<file path="src/rtl/image_page_reader_if.sv">
// ----------------------------------------------------------------------------
// image_page_reader_if
//
// Bundles the tile request/status signals, the page RAM read port and the
// pixel stream of image_page_reader into one interface.
//
// Signal groups:
//   request : start, tile_x, tile_y, tile_w, tile_h  (requester -> reader)
//   status  : busy, done, err                        (reader -> requester)
//   ram     : mem_addr, mem_need_data (reader -> RAM), mem_data_in (RAM -> reader)
//   stream  : px_data, px_valid, px_eol, px_last (reader -> sink), px_ready (sink -> reader)
//
// Modports:
//   master : the reader side (drives status, RAM address/enable, stream)
//   slave  : the environment side (requester, page RAM and pixel sink)
// ----------------------------------------------------------------------------
interface image_page_reader_if #(
  parameter int unsigned ADDR_W = 19,
  parameter int unsigned DATA_W = 8,
  parameter int unsigned DIM_W  = 10
);

  logic              start;
  logic [DIM_W-1:0]  tile_x;
  logic [DIM_W-1:0]  tile_y;
  logic [DIM_W:0]    tile_w;
  logic [DIM_W:0]    tile_h;

  logic              busy;
  logic              done;
  logic              err;

  logic [ADDR_W-1:0] mem_addr;
  logic              mem_need_data;
  logic [DATA_W-1:0] mem_data_in;

  logic [DATA_W-1:0] px_data;
  logic              px_valid;
  logic              px_ready;
  logic              px_eol;
  logic              px_last;

  modport master (
    input  start, tile_x, tile_y, tile_w, tile_h,
    output busy, done, err,
    output mem_addr, mem_need_data,
    input  mem_data_in,
    output px_data, px_valid, px_eol, px_last,
    input  px_ready
  );

  modport slave (
    output start, tile_x, tile_y, tile_w, tile_h,
    input  busy, done, err,
    input  mem_addr, mem_need_data,
    output mem_data_in,
    input  px_data, px_valid, px_eol, px_last,
    output px_ready
  );

endinterface

</file>
<file path="src/rtl/image_page_reader.sv">
// ----------------------------------------------------------------------------
// image_page_reader
//
// Read-side sequencer for an IMG_W x IMG_H byte-per-pixel image page RAM.
// On an accepted start it walks a rectangular tile in raster order, issues
// one read per pixel into the page RAM (1-cycle registered read data),
// captures the returned data into a 2-entry FIFO and streams the pixels out
// on a valid/ready interface with full backpressure. The RAM is never written.
//
// Ports:
//   clk  : clock
//   rst  : synchronous active-high reset (aborts a tile, no done pulse)
//   io   : image_page_reader_if.master
//          start/tile_x/tile_y/tile_w/tile_h : tile request (sampled in IDLE)
//          busy  : high from accepted start until done
//          done  : one-cycle pulse after the px_last handshake
//          err   : one-cycle pulse when a start is rejected
//          mem_addr/mem_need_data : RAM address and read enable
//          mem_data_in            : RAM read data, valid the cycle after a read
//          px_data/px_valid/px_ready/px_eol/px_last : pixel stream
//
// Build option:
//   READER_ZERO_PAD_EN : when defined, tiles crossing the right/bottom image
//   edge are accepted; out-of-image positions produce 0x00 pixels without a
//   RAM read. When undefined such tiles are rejected with err.
// ----------------------------------------------------------------------------
module image_page_reader #(
  parameter int unsigned IMG_W  = 640,
  parameter int unsigned IMG_H  = 640,
  parameter int unsigned ADDR_W = 19,
  parameter int unsigned DATA_W = 8,
  parameter int unsigned DIM_W  = 10
) (
  input  logic                clk,
  input  logic                rst,
  image_page_reader_if.master io
);

  localparam logic [1:0] S_IDLE  = 2'd0;
  localparam logic [1:0] S_ISSUE = 2'd1;
  localparam logic [1:0] S_DRAIN = 2'd2;

  // Wide enough to hold origin + size without overflow.
  localparam int unsigned EXT_W = DIM_W + 2;

  logic [1:0]        state;
  logic              busy_q;
  logic              done_q;
  logic              err_q;

  logic [DIM_W:0]    w_q;
  logic [DIM_W:0]    h_q;
  logic [DIM_W:0]    col;
  logic [DIM_W:0]    row;
  logic [ADDR_W-1:0] row_base;
  logic [ADDR_W-1:0] addr_q;

  // One read (or pad slot) can be in flight: issued last cycle, lands this cycle.
  logic              inflight;
  logic              inflight_eol;
  logic              inflight_last;

  logic [DATA_W-1:0] fifo_data [2];
  logic              fifo_eol  [2];
  logic              fifo_last [2];
  logic              wr_ptr;
  logic              rd_ptr;
  logic [1:0]        count;

  logic              req_ok;
  logic              issue;
  logic              rd_en;
  logic              col_end;
  logic              row_end;
  logic              pop;
  logic              push;
  logic              head_valid;
  logic [2:0]        occ;
  logic [DATA_W-1:0] push_data;
  logic [ADDR_W-1:0] rd_addr;

  // --------------------------------------------------------------------------
  // Request validation
  // --------------------------------------------------------------------------
`ifdef READER_ZERO_PAD_EN
  assign req_ok = (io.tile_w != '0) && (io.tile_h != '0);
`else
  logic [EXT_W-1:0] x_end;
  logic [EXT_W-1:0] y_end;

  assign x_end  = EXT_W'(io.tile_x) + EXT_W'(io.tile_w);
  assign y_end  = EXT_W'(io.tile_y) + EXT_W'(io.tile_h);
  assign req_ok = (io.tile_w != '0) && (io.tile_h != '0) &&
                  (x_end <= EXT_W'(IMG_W)) && (y_end <= EXT_W'(IMG_H));
`endif

  // --------------------------------------------------------------------------
  // Issue control
  // --------------------------------------------------------------------------
  assign head_valid = (count != 2'd0);
  assign pop        = head_valid & io.px_ready;
  assign push       = inflight;

  // Slots committed after this cycle: buffered + landing - leaving. A new
  // issue is allowed only while that leaves room in the 2-entry FIFO.
  assign occ   = {1'b0, count} + {2'b00, inflight} - {2'b00, pop};
  assign issue = (state == S_ISSUE) && (occ < 3'd2);

  assign col_end = (col == (w_q - (DIM_W+1)'(1)));
  assign row_end = (row == (h_q - (DIM_W+1)'(1)));
  assign rd_addr = row_base + ADDR_W'(col);

`ifdef READER_ZERO_PAD_EN
  logic [DIM_W-1:0] x_q;
  logic [DIM_W-1:0] y_q;
  logic             pad_slot;
  logic             pad_q;

  // Out-of-image positions still take a credit slot so raster order and
  // tags stay aligned, but skip the RAM and deliver 0x00.
  assign pad_slot  = ((EXT_W'(x_q) + EXT_W'(col)) >= EXT_W'(IMG_W)) ||
                     ((EXT_W'(y_q) + EXT_W'(row)) >= EXT_W'(IMG_H));
  assign rd_en     = issue & ~pad_slot;
  assign push_data = pad_q ? '0 : io.mem_data_in;
`else
  assign rd_en     = issue;
  assign push_data = io.mem_data_in;
`endif

  assign io.mem_need_data = rd_en;
  assign io.mem_addr      = rd_en ? rd_addr : addr_q;

  // --------------------------------------------------------------------------
  // Output stream and status
  // --------------------------------------------------------------------------
  assign io.px_valid = head_valid;
  assign io.px_data  = head_valid ? fifo_data[rd_ptr] : '0;
  assign io.px_eol   = head_valid & fifo_eol[rd_ptr];
  assign io.px_last  = head_valid & fifo_last[rd_ptr];
  assign io.busy     = busy_q;
  assign io.done     = done_q;
  assign io.err      = err_q;

  // --------------------------------------------------------------------------
  // Sequencer FSM and address walk
  // --------------------------------------------------------------------------
  always_ff @(posedge clk) begin
    if (rst) begin
      state    <= S_IDLE;
      busy_q   <= 1'b0;
      done_q   <= 1'b0;
      err_q    <= 1'b0;
      w_q      <= '0;
      h_q      <= '0;
      col      <= '0;
      row      <= '0;
      row_base <= '0;
      addr_q   <= '0;
`ifdef READER_ZERO_PAD_EN
      x_q      <= '0;
      y_q      <= '0;
`endif
    end else begin
      done_q <= 1'b0;
      err_q  <= 1'b0;

      if (rd_en) begin
        addr_q <= rd_addr;
      end

      case (state)
        S_IDLE: begin
          if (io.start) begin
            if (req_ok) begin
              w_q      <= io.tile_w;
              h_q      <= io.tile_h;
              col      <= '0;
              row      <= '0;
              row_base <= ADDR_W'(io.tile_y) * ADDR_W'(IMG_W) + ADDR_W'(io.tile_x);
`ifdef READER_ZERO_PAD_EN
              x_q      <= io.tile_x;
              y_q      <= io.tile_y;
`endif
              busy_q   <= 1'b1;
              state    <= S_ISSUE;
            end else begin
              err_q    <= 1'b1;
            end
          end
        end

        S_ISSUE: begin
          if (issue) begin
            if (col_end) begin
              col      <= '0;
              row      <= row + (DIM_W+1)'(1);
              row_base <= row_base + ADDR_W'(IMG_W);
              if (row_end) begin
                state <= S_DRAIN;
              end
            end else begin
              col <= col + (DIM_W+1)'(1);
            end
          end
        end

        S_DRAIN: begin
          // The px_last entry is the final one ever pushed, so its handshake
          // implies the FIFO is empty and nothing is in flight.
          if (pop && fifo_last[rd_ptr]) begin
            busy_q <= 1'b0;
            done_q <= 1'b1;
            state  <= S_IDLE;
          end
        end

        default: begin
          state <= S_IDLE;
        end
      endcase
    end
  end

  // --------------------------------------------------------------------------
  // Read-data capture and 2-entry output FIFO
  // --------------------------------------------------------------------------
  always_ff @(posedge clk) begin
    if (rst) begin
      inflight      <= 1'b0;
      inflight_eol  <= 1'b0;
      inflight_last <= 1'b0;
      wr_ptr        <= 1'b0;
      rd_ptr        <= 1'b0;
      count         <= 2'd0;
      for (int unsigned i = 0; i < 2; i++) begin
        fifo_data[i] <= '0;
        fifo_eol[i]  <= 1'b0;
        fifo_last[i] <= 1'b0;
      end
`ifdef READER_ZERO_PAD_EN
      pad_q         <= 1'b0;
`endif
    end else begin
      // Tags are computed at issue time and travel alongside the read.
      inflight      <= issue;
      inflight_eol  <= col_end;
      inflight_last <= col_end & row_end;
`ifdef READER_ZERO_PAD_EN
      pad_q         <= pad_slot;
`endif

      if (push) begin
        fifo_data[wr_ptr] <= push_data;
        fifo_eol[wr_ptr]  <= inflight_eol;
        fifo_last[wr_ptr] <= inflight_last;
        wr_ptr            <= ~wr_ptr;
      end

      if (pop) begin
        rd_ptr <= ~rd_ptr;
      end

      count <= count + {1'b0, push} - {1'b0, pop};
    end
  end

endmodule

</file>
<file path="src/flat_wrapper.sv">
// flat-port wrapper written by rule: the top's interface ports become plain ports
module image_page_reader_flat 
#(
  parameter int unsigned IMG_W  = 640,
  parameter int unsigned IMG_H  = 640,
  parameter int unsigned ADDR_W = 19,
  parameter int unsigned DATA_W = 8,
  parameter int unsigned DIM_W  = 10
)
  (clk, rst, io_start, io_tile_x, io_tile_y, io_tile_w, io_tile_h, io_busy, io_done, io_err, io_mem_addr, io_mem_need_data, io_mem_data_in, io_px_data, io_px_valid, io_px_eol, io_px_last, io_px_ready);
  image_page_reader_if #(.ADDR_W(ADDR_W), .DATA_W(DATA_W), .DIM_W(DIM_W)) io_i ();
  input  logic clk;
  input  logic rst;
  input wire logic [$bits(io_i.start)-1:0] io_start;
  input wire logic [$bits(io_i.tile_x)-1:0] io_tile_x;
  input wire logic [$bits(io_i.tile_y)-1:0] io_tile_y;
  input wire logic [$bits(io_i.tile_w)-1:0] io_tile_w;
  input wire logic [$bits(io_i.tile_h)-1:0] io_tile_h;
  output wire logic [$bits(io_i.busy)-1:0] io_busy;
  output wire logic [$bits(io_i.done)-1:0] io_done;
  output wire logic [$bits(io_i.err)-1:0] io_err;
  output wire logic [$bits(io_i.mem_addr)-1:0] io_mem_addr;
  output wire logic [$bits(io_i.mem_need_data)-1:0] io_mem_need_data;
  input wire logic [$bits(io_i.mem_data_in)-1:0] io_mem_data_in;
  output wire logic [$bits(io_i.px_data)-1:0] io_px_data;
  output wire logic [$bits(io_i.px_valid)-1:0] io_px_valid;
  output wire logic [$bits(io_i.px_eol)-1:0] io_px_eol;
  output wire logic [$bits(io_i.px_last)-1:0] io_px_last;
  input wire logic [$bits(io_i.px_ready)-1:0] io_px_ready;
  assign io_i.start = io_start;
  assign io_i.tile_x = io_tile_x;
  assign io_i.tile_y = io_tile_y;
  assign io_i.tile_w = io_tile_w;
  assign io_i.tile_h = io_tile_h;
  assign io_busy = io_i.busy;
  assign io_done = io_i.done;
  assign io_err = io_i.err;
  assign io_mem_addr = io_i.mem_addr;
  assign io_mem_need_data = io_i.mem_need_data;
  assign io_i.mem_data_in = io_mem_data_in;
  assign io_px_data = io_i.px_data;
  assign io_px_valid = io_i.px_valid;
  assign io_px_eol = io_i.px_eol;
  assign io_px_last = io_i.px_last;
  assign io_i.px_ready = io_px_ready;
  image_page_reader #(.IMG_W(IMG_W), .IMG_H(IMG_H), .ADDR_W(ADDR_W), .DATA_W(DATA_W), .DIM_W(DIM_W)) u_core (.clk(clk), .rst(rst), .io(io_i));
endmodule
</file>
<file path="config.mk">
export PLATFORM = sky130hd
export DESIGN_NAME = image_page_reader_flat
export DESIGN_NICKNAME = d
export VERILOG_FILES = /design/src/rtl/image_page_reader_if.sv /design/src/rtl/image_page_reader.sv /design/src/flat_wrapper.sv
export SDC_FILE = /design/constraint.sdc
export NUM_CORES = 1
export LEC_CHECK = 0
export BUFFER_PORTS_ARGS = -buffer_cell sky130_fd_sc_hd__buf_4
export CORE_ASPECT_RATIO = 0.5
export CORE_MARGIN = 2
export CORE_UTILIZATION = 45
export DETAILED_ROUTE_END_ITERATION = 10
export HOLD_SLACK_MARGIN = 0.15
export PLACE_DENSITY = 0.69
export SLEW_MARGIN = 5
export SYNTH_ARGS = -nofsm -noshare
export SYNTH_HDL_FRONTEND = slang
export SYNTH_SLANG_ARGS = --single-unit
</file>
<file path="constraint.sdc">
create_clock -name clk -period 3.9 [get_ports clk]
set_clock_uncertainty 0.2 [all_clocks]
set_input_delay 0.39 -clock clk [delete_from_list [all_inputs] [get_ports clk]]
set_output_delay 0.39 -clock clk [all_outputs]
set_load 0.02 [all_outputs]
</file>
==> results.sh <==
export IMPL_outcome="completed"
export IMPL_synth_avg_cell_area_sq_um=8.42
export IMPL_yosys_area_top_type="dfxtp_1"
export IMPL_synth_cells=931
export IMPL_htreeDepth=4
export IMPL_cts_reportedPaths_clkPinSlew_ns=0.05
export IMPL_synthMuxAreaShare_pct=4.76
export IMPL_diodes=0
export IMPL_synth_edff_count=20
export IMPL_drive_gt1_share_pct=15.2
export IMPL_layout_min_cycle_time_ns=3.80
export IMPL_syn_nets=1048
export IMPL_synth_top_family_by_area="simple AND/OR/NAND/NOR gates"
export IMPL_power_density_nw_per_um2=395
export IMPL_grt_pass1_wl_microns=33200
export IMPL_r2r_start="u_core.count[1]"
export IMPL_fin_crit_sh_pct=97.4
export IMPL_chipWidth_microns=191
export IMPL_die_h_microns=97.3
export IMPL_wire_per_inst_microns=15.9
export IMPL_root_buffer="clkbuf_16"
export IMPL_slew_viol_final=0
export IMPL_rr_worst_depth=13
export IMPL_place_inst=1221
export IMPL_end_kind="flop"
export IMPL_critPathLaunch="io_tile_x[0]"
export IMPL_timing_max_cap_violations=0
export IMPL_viasPerCell=5.52
export IMPL_place_congestion=0.880
export IMPL_synth_top_area_share_pct=24.3
export IMPL_synth_compound_area_share_pct=18.1
export IMPL_crit_required_ns=3.99
export IMPL_leakagePower_nw=4.07
export IMPL_grt_overflow=0
export IMPL_numCtsBuffers=17
export IMPL_n_fill_cell=1534
export IMPL_rrSetupSlack_ns=0.49
export IMPL_synth_most_common_cell="nor2_1"
export IMPL_drt_iter0_markers=367
export IMPL_finish_instance_area_sq_um=9830
export IMPL_yosys_warnings=0
export IMPL_hold_violations=0
export IMPL_drc=0
export IMPL_post_route_util_pct=57.1
export IMPL_synth_xor_area_share_pct=8.61
export IMPL_clk_latency_ns=0.41
export IMPL_first_pass_iters=4
export IMPL_layout_nets=1163
export IMPL_syn_area_sq_um=7840
export IMPL_cts_tree="done"
export IMPL_routed_wl_microns=20600
export IMPL_yosysSeqAreaShare_pct=31.9
export IMPL_place_area_sq_um=8680
export IMPL_cts_sink_count=115
export IMPL_peakVddDrop_v=0.000270
export IMPL_port_buffer_count=87
export IMPL_async_flop_share_pct=0
export IMPL_yosys_most_used_dff="dfxtp_1"
export IMPL_syn2layout_area_growth_pct=25.5
export IMPL_max_freq_mhz=263
export IMPL_num_vias=7132
export IMPL_cts_buffer_depth=2
export IMPL_synth_distinct_cells=71
export IMPL_crit_fanout=8
export IMPL_crit_path_end="u_core.col[2]"
export IMPL_criticalPathCategory="primary input to flop"
export IMPL_synth_common_cells="107 x nor2_1, 95 x dfxtp_1, 73 x a21oi_1, 64 x nand2_1"
export IMPL_ant_nets=0
export IMPL_synthSimpleGateAreaFrac_pct=22.2
export IMPL_grt_use_total_pct=22.2
export IMPL_initial_utilization_pct=45.5
export IMPL_layoutNonFillerInstCount=1292
export IMPL_finalSetupViolations=0
export IMPL_dieArea_sq_um=18500
export IMPL_antenna_found_initial=0
export IMPL_coreArea_sq_um=17200
export IMPL_num_io_pins=88
export IMPL_ys_top_cells_by_area="dfxtp_1 24%, ha_1 9.1%, edfxtp_1 7.7%"
export IMPL_crit_reg2reg_capture="u_core.row_base[7]"
export IMPL_worstPathArrival_ns=3.89
export IMPL_grt_pass1_vias=6658
export IMPL_relSlewSlack_pct=32.2
export IMPL_synth_fa_ha_area_share_pct=10.6
export IMPL_grt_start_max_net_pins=91
export IMPL_fin_hold_ws_ns=0.174
export IMPL_synth_seq_cells=115
export IMPL_dp_hpwl_microns=14800
export IMPL_worstMarginPinSlew_ns=1.01
export IMPL_hold_path_class="primary input to flop"
export IMPL_setup_worst_path_start_class="primary input"
export IMPL_rows=34
area by class of cell:
type | instances | area (sq um) | share of cell area (%)
Clock buffer | 24 | 524 | 5.33
Tap cell | 234 | 293 | 2.98
Clock inverter | 7 | 139 | 1.41
Inverter | 28 | 109 | 1.11
Sequential cell | 115 | 2510 | 25.5
Timing Repair Buffer | 139 | 1140 | 11.6
Multi-Input combinational cell | 745 | 5120 | 52.1
critical path, stage by stage:
cell and delay [ns]:
dlygate4sd3_1 0.56, buf_4 0.15, ha_1 0.20, fa_2 0.36
a21o_1 0.25, a221o_1 0.36, o21ai_1 0.16, a2111oi_1 0.14
o22ai_1 0.16, and3_2 0.24, nand4_4 0.12, buf_12 0.21
buf_2 0.17, a21boi_1 0.22, xnor2_1 0.14, nor2_1 0.05
registers in the layout (all words and copies together), names as in the netlist, named ones only:
register and flops:
u_core.addr_q 19, u_core.col 11, u_core.count 2, u_core.fifo_data 16, u_core.fifo_eol 2, u_core.fifo_last 2, u_core.h_q 11, u_core.inflight 1
u_core.inflight_eol 1, u_core.inflight_last 1, u_core.io.busy 1, u_core.io.done 1, u_core.io.err 1, u_core.rd_ptr 1, u_core.row 11, u_core.row_base 19
u_core.state 2, u_core.w_q 11, u_core.wr_ptr 1
how the worst min path moves through the flow:
stage / from / endpoint / slack, ns / cells after the start
after floorplan: u_core.addr_q[5] / u_core.addr_q[5] / 0.24 / 2
after global placement: u_core.addr_q[7] / u_core.addr_q[7] / 0.25 / 2
after detailed placement: u_core.addr_q[7] / u_core.addr_q[7] / 0.25 / 2
after CTS: io_tile_x[3] / u_core.row_base[3] / 0.16 / 5
after global routing: io_tile_x[3] / u_core.row_base[3] / 0.21 / 5
final: io_tile_x[3] / u_core.row_base[3] / 0.17 / 5
layout by cell type, fill, tap and decap left out, types with 19 or more instances in the layout:
cell	netlist	routed
nand2_1	64	64
buf_4	4	101
ha_1	57	57
o21ai_0	49	43
nand3_1	25	24
xor2_1	20	20
nor2_1	107	107
inv_1	28	27
and2_1	27	26
a21oi_1	73	71
nor2b_1	22	22
a211oi_1	23	22
dfxtp_1	95	93
clkbuf_16	0	19
xnor2_1	57	57
edfxtp_1	20	20
nor3_1	21	21
dlygate4sd3_1	0	33
mux2i_1	35	35
per-layer routing:
layer	track usage (%)	wire length, microns	share of wire, %
met1	32.0	10300	50
met2	34.2	8960	44
met3	4.15	1050	5.1
met4	5.31	240	1.2
met5	0	0	0
cell families (layout without fill, tap and decap cells):
group,Yosys count,count (layout)
AOI/OAI and AO/OA,225,225
xor gates and xnor gates,77,77
adders and majority gates,63,63
buffers and inverters,71,198
DFF,115,115
muxes,37,37
and+or+nand+nor,343,343
metrics by stage:
step	total power [mW]	worst slack [ns]	TNS [ns]
2_1_floorplan	1.87	0.620	0
3_3_place_gp	2.11	0.142	0
3_5_place_dp	2.12	0.0490	0
4_1_cts	3.88	0.00807	0
5_1_grt	4.06	-0.00602	-0.00602
6_report	3.89	0.102	0
where the power goes:
part | leakage (nW) | total [mW] | switching [mW] | internal [mW]
logic | 2.77 | 0.860 | 0.485 | 0.375
registers | 0.974 | 1.30 | 0.0459 | 1.25
clock network | 0.323 | 1.73 | 0.536 | 1.19
total | 4.07 | 3.89 | 1.07 | 2.82
repair_timing:
action	in CTS	in global routing
pin swaps	0	2
setup endpoints to repair	4	68
endpoints found under the hold margin	42	0
gates cloned	0	1
setup buffers	0	6
resized for setup	3	32
hold buffers	33	0
(Power assumes the default switching activity.)
